$ cat config.mk
export PLATFORM = sky130hd
export DESIGN_NAME = alu_result_accum
export DESIGN_NICKNAME = d
export VERILOG_FILES = /design/src/rtl/alu_result_accum.sv
export SDC_FILE = /design/constraint.sdc
export NUM_CORES = 1
export LEC_CHECK = 0
export CAP_MARGIN = 20
export CORE_AREA = 5 5 66 62
export DETAILED_ROUTE_END_ITERATION = 6
export DIE_AREA = 0 0 71 67
export HOLD_SLACK_MARGIN = 0.1
export PLACE_DENSITY_LB_ADDON = 0.05
export SYNTH_ARGS = -nofsm -noshare
export SYNTH_HDL_FRONTEND = slang
export SYNTH_SLANG_ARGS = --single-unit
$ cat constraint.sdc
create_clock -name clk -period 2.7 [get_ports clk]
set_clock_uncertainty 0.1 [all_clocks]
set_input_delay 0.54 -clock clk [delete_from_list [all_inputs] [get_ports clk]]
set_output_delay 0.54 -clock clk [all_outputs]
set_load 0.01 [all_outputs]
$ cat src/rtl/alu_result_accum.sv
// Block-summing saturating accumulator for the signed add/sub stage results.
// Collects BLOCK_LEN results, then holds the total on a valid/ready output handshake.
module alu_result_accum #(
  parameter int N         = 4,
  parameter int ACC_W     = 8,
  parameter int BLOCK_LEN = 4,
  parameter int CNT_W     = 8
) (
  input  logic             clk,
  input  logic             rst_n,
  input  logic             in_valid,
  output logic             in_ready,
  input  logic [N:0]       in_result,
  input  logic             clear,
  output logic             out_valid,
  input  logic             out_ready,
  output logic [ACC_W-1:0] acc_out,
  output logic [CNT_W-1:0] count,
  output logic             sat,
  output logic             zero,
  output logic             neg
);

  localparam logic [0:0]       ST_ACC      = 1'b0;
  localparam logic [0:0]       ST_DONE     = 1'b1;
  localparam logic [CNT_W-1:0] BLOCK_LEN_C = CNT_W'(BLOCK_LEN);
  localparam logic [ACC_W-1:0] ACC_MAX     = {1'b0, {(ACC_W-1){1'b1}}};
  localparam logic [ACC_W-1:0] ACC_MIN     = {1'b1, {(ACC_W-1){1'b0}}};
  localparam logic [ACC_W-1:0] ACC_ZERO    = {ACC_W{1'b0}};
  localparam logic [CNT_W-1:0] CNT_ZERO    = {CNT_W{1'b0}};
  localparam logic [CNT_W-1:0] CNT_ONE     = CNT_W'(1);

  logic [0:0]       state_q, state_d;
  logic [ACC_W-1:0] acc_q, acc_d;
  logic [CNT_W-1:0] cnt_q, cnt_d;
  logic             sat_q, sat_d;
  logic             accept_s;
  logic             sat_hit_s;
  logic [ACC_W-1:0] acc_sum_s;

  // One guard bit is enough: the two top bits of the wide sum disagree exactly on overflow.
  function automatic logic [ACC_W:0] sat_add(input logic [ACC_W-1:0] a, input logic [N:0] b);
    logic [ACC_W:0] wide;
    wide = {a[ACC_W-1], a} + {{(ACC_W-N){b[N]}}, b};
    if (wide[ACC_W] != wide[ACC_W-1]) begin
      if (wide[ACC_W]) begin
        sat_add = {1'b1, ACC_MIN};
      end else begin
        sat_add = {1'b1, ACC_MAX};
      end
    end else begin
      sat_add = {1'b0, wide[ACC_W-1:0]};
    end
  endfunction

  assign in_ready               = rst_n && (state_q == ST_ACC) && !clear;
  assign accept_s               = in_valid && in_ready;
  assign {sat_hit_s, acc_sum_s} = sat_add(acc_q, in_result);

  // Next-state logic: clear aborts everything, otherwise accumulate or drain.
  always_comb begin
    state_d = state_q;
    acc_d   = acc_q;
    cnt_d   = cnt_q;
    sat_d   = sat_q;
    if (clear) begin
      state_d = ST_ACC;
      acc_d   = ACC_ZERO;
      cnt_d   = CNT_ZERO;
      sat_d   = 1'b0;
    end else begin
      case (state_q)
        ST_ACC: begin
          if (accept_s) begin
            acc_d = acc_sum_s;
            sat_d = sat_q | sat_hit_s;
            cnt_d = cnt_q + CNT_ONE;
            if ((cnt_q + CNT_ONE) == BLOCK_LEN_C) begin
              state_d = ST_DONE;
            end else begin
              state_d = ST_ACC;
            end
          end else begin
            state_d = state_q;
          end
        end
        ST_DONE: begin
          if (out_ready) begin
            state_d = ST_ACC;
            acc_d   = ACC_ZERO;
            cnt_d   = CNT_ZERO;
            sat_d   = 1'b0;
          end else begin
            state_d = state_q;
          end
        end
        default: begin
          state_d = ST_ACC;
          acc_d   = ACC_ZERO;
          cnt_d   = CNT_ZERO;
          sat_d   = 1'b0;
        end
      endcase
    end
  end

  // State registers with asynchronous reset.
  always_ff @(posedge clk or negedge rst_n) begin
    if (!rst_n) begin
      state_q <= ST_ACC;
      acc_q   <= ACC_ZERO;
      cnt_q   <= CNT_ZERO;
      sat_q   <= 1'b0;
    end else begin
      state_q <= state_d;
      acc_q   <= acc_d;
      cnt_q   <= cnt_d;
      sat_q   <= sat_d;
    end
  end

  assign out_valid = (state_q == ST_DONE);
  assign acc_out   = acc_q;
  assign count     = cnt_q;
  assign sat       = sat_q;
  assign zero      = (acc_q == ACC_ZERO);
  assign neg       = acc_q[ACC_W-1];

endmodule

* After elaboration in Yosys (flattened, before gate mapping)
Index checks and enable logic that the tools add are counted.
Word-level totals: bits in registers 18, input bits 10, output and inout port bits 21, word-level logic and storage cells 36
Operators by class: $add $sub $neg 2, equal/unequal tests 4, mux-type cells 18, bitwise operators 2, reductions and logical operators 6
Operators with widths (number):
- 2-to-1 mux 8 bit | 6
- one-hot mux 8 bit (2 select lines) | 2
- adder 8 x 5 -> 9 bit | 1
- 2-to-1 mux 9 bit | 1
- adder 8 x 1 -> 8 bit, second input constant | 1
- == test 8 x 3 -> 1 bit, second input constant | 1
- logical NOT 8 bit | 1
- 2-to-1 mux 1 bit | 7
- inequality test 3 bit, second input constant | 2
- one-hot mux 1 bit (2 select lines) | 2
- logical AND 1 bit | 3
- AND reduction 2 bit | 1
- logical NOT 1 bit | 1
- inequality test 1 bit | 1
- NOT 1 bit | 1
- bitwise OR 1 bit | 1

* Longest topological paths before layout
depth after elaboration 7, mapped depth 8, mapped depth without buffers 8

* Least setup slack after synthesis
No wires, ideal clock.
path type input-to-reg, start input in_result[0], end register acc_q[6], in the netlist acc_out[6], setup time 0.137 ns, arrival time 2.137 ns, required time 2.463 ns, setup slack 0.326 ns, cell stages on the path 8, buffers on the path 0, cells stage by stage ha_1 fa_1 a211oi_2 o31ai_4 o211ai_4 nor2_1 a22oi_1 o31ai_1
Between the ends: word-level cells in the longest chain between the ends 6, elaborated cells on any way between the ends 7, those cells by class add/sub: 1; eq/ne: 1; mux: 5
RTL lines:
- from (decl) | line 13 | input logic [N:0] in_result,
- adder 8 x 5 -> 9 bit * | line 44 | wide = {a[ACC_W-1], a} + {{(ACC_W-N){b[N]}}, b};
- 2-to-1 mux 8 bit / inequality test 1 bit (equally long branches) | line 46, 45
- 2-to-1 mux 9 bit * | line 45 | if (wide[ACC_W] != wide[ACC_W-1]) begin
- 2-to-1 mux 8 bit * | line 74 | if (accept_s) begin
- one-hot mux 8 bit (2 select lines) * | line 72 | case (state_q)
- 2-to-1 mux 8 bit * | line 66 | if (clear) begin
- to (signal assigned) | line 111 | acc_q <= ACC_ZERO;
- to (signal assigned) | line 116 | acc_q <= acc_d;
- to (decl) | line 34 | logic [ACC_W-1:0] acc_q, acc_d;
Every way passes the cells marked *; elsewhere a longest branch is shown, timed or not. The select of a mux whose other input is x is not followed. A chain may end at the register's enable or synchronous reset.

* Worst setup path in the final report
start input in_result[0], end register acc_q[1], in the netlist acc_out[1]
The elaborated chain is that of the path after synthesis.

==> flow_metrics.tcl <==
set metrics [dict create \
    status "finished clean" \
    yosysTopAreaCell "dfrtp_1" \
    vias 1108 \
    antenna_found_initial 0 \
    drtIter0Drc 61 \
    dpl.hpwl_mm 2.32 \
    clockBufferDepth 2 \
    grt_pass1_wl_mm 5.17 \
    place_inst 215 \
    start_kind "input pin" \
    grt_max_degree 19 \
    cts-root-buf "clkbuf_8" \
    cts.hold.buffers_added 0 \
    cp.arrival_ps 2610 \
    synth_top_area_frac 0.354 \
    wire_per_inst_um 13.4 \
    hold_path_class "register to register" \
    powerDensity_nw_per_um2 552 \
    die_h_um 67 \
    stdcell_count 220 \
    fp.dieW_um 71 \
    ioPinCount 31 \
    end_kind "register" \
    ys_types 39 \
    yosysWarningCount 0 \
    fin_crit_sh 0.954 \
    cts_buffers 3 \
    drc 0 \
    area_growth_pct 38.9 \
    stdcell_area_um2 1770 \
    synth_nets 154 \
    final_common_cell "clkdlybuf4s50_1" \
    antenna_left 0 \
    p_switching_uw 309 \
    dieArea_um2 4760 \
    drive_above_1_share 0.188 \
    p_comb_frac 0.452 \
    grt_pass1_vias 1125 \
    port_buffers 30 \
    dr.pass1.iters 4 \
    total_power_uw 976 \
    final_cell_mix "clkdlybuf4s50_1 (30), nand2_1 (21), dfrtp_1 (18)" \
    synthCells 134 \
    ir_drop_mv 0.212 \
    holdWs_ps 401 \
    nets 197 \
    final-hold-violation-count 0 \
    min_period_ps 2580 \
    cts.clk_slew.worst_paths_ps 70 \
    nFillCells 328 \
    synth_edf_count 0 \
    core.rowCount 20 \
    synth-main-ff-cell "dfrtp_1" \
    synthArstFlopShare 1.00 \
    slew_headroom 0.675 \
    report.final.slew_viol_count 0 \
    rsz0062_at_grt "no" \
    grt_usage 0.138 \
    worstPathRequired_ps 2730 \
    cts-htree-levels 1 \
    routabilityCongestion 0.774 \
    seqPwrFrac 0.325 \
    synth.area.top_cells "dfrtp_1 (35%), ha_1 (8.8%), nand2_1 (6.2%)" \
    cp_max_fo 7 \
    tightest_slew_ps 488 \
    start_util 0.386 \
    ff2ff_setup_slack_ps 420 \
    core-area_um2 3300 \
    post_dp_cell_area_um2 1690 \
    p_sw_frac 0.316 \
    p_int_uw 668 \
    syn_area_um2 1270 \
    clk_latency_ps 250 \
    drv_cap 0 \
    setup_viol 0 \
    synth_seq_cells 18 \
    vias_per_cell 5.04 \
    synth_area_per_cell_um2 9.51 \
    power.share.clock 0.224 \
    antenna_cells 0 \
    tritoncts "yes" \
    p_leak_nw 0.799 \
    r2r_cells 8 \
    drt-total-wl_mm 2.94 \
    clock_sinks 18 \
    max_freq_ghz 0.388 \
    grt-ovfl-total 0 \
    holdPathStages 2 \
    criticalPathCategory "input pin to register" \
    seq_area_frac_synth 0.354 \
]
## worst max-delay path: stages
cell and delay (ps):
clkdlybuf4s50_1 410, ha_1 230, fa_2 360, a211oi_2 330
o31ai_4 130, o211ai_4 240, buf_12 150, maj3_2 160
o21ai_1 60
## registers in the layout, indices dropped and copies added (netlist names)
name       flops
out_valid      1
count          8
sat            1
acc_out        8
## logic make-up (layout without fill, tap and decap cells)
kind of cell,after synthesis,count (layout),synth area share
buffers and inverters,6,48,0.0216
AO/OA/AOI/OAI,33,33,0.192
flip-flops,18,18,0.354
XOR/XNOR,8,8,0.0609
multiplexers,1,1,0.00884
adder cells (fa/ha/maj),16,16,0.157
AND/OR/NAND/NOR,52,52,0.206
## through the flow
stage               setup slack, ps   util  TNS, ps
floorplan                       326      -        0
global placement               -148  0.512    -1080
detailed placement             -234  0.512    -1420
CTS                            25.5  0.529        0
global route                   23.5  0.536        0
finish                          124  0.536        0
## metal layers
layer  track usage  wire, µm  vias to the layer above
met5             0         0                        -
met4        0.0493        34                        0
met3        0.0211       130                        4
met2         0.240      1440                       28
met1         0.173      1340                      513
li1              -         -                      563
## what timing repair did
action                     CTS  global route
resized for setup            0             1
buffers inserted             0             1
setup endpoints to repair    0             1
## synthesized netlist by cell type (all sizes together) (4+ instances only)
| master | instances |
|---|---|
| maj3 | 6 |
| a21o | 4 |
| nor2 | 10 |
| nand2 | 21 |
| xor2 | 4 |
| ha | 9 |
| dfrtp | 18 |
| o21ai | 18 |
| xnor2 | 4 |
## layout make-up
| type | count | area, µm² | area share |
|---|---|---|---|
| Multi-Input combinational cell | 110 | 798 | 0.451 |
| Inverter | 2 | 7.51 | 0.00424 |
| Clock buffer | 4 | 55.1 | 0.0311 |
| Timing Repair Buffer | 42 | 403 | 0.228 |
| Sequential cell | 18 | 450 | 0.255 |
| Tap cell | 44 | 55.1 | 0.0311 |
## power groups by stage
stage | logic, mW | clock network [mW] | registers (mW)
2_1_floorplan | 0.257 | 0 | 0.325
3_3_place_gp | 0.418 | 0 | 0.322
3_5_place_dp | 0.423 | 0 | 0.323
4_1_cts | 0.424 | 0.224 | 0.318
5_1_grt | 0.487 | 0.232 | 0.322
6_report | 0.441 | 0.218 | 0.317
## path summary, 6_finish.rpt
| kind | startpoint | end |
|---|---|---|
| max | in_result[0] | acc_out[1] |
| min | sat | sat |
| max reg2reg | acc_out[0] | acc_out[1] |
| min reg2reg | sat | sat |
| max in group asynchronous | rst_n | acc_out[6] |
| min in group asynchronous | rst_n | sat |
(Power assumes the default switching activity.)
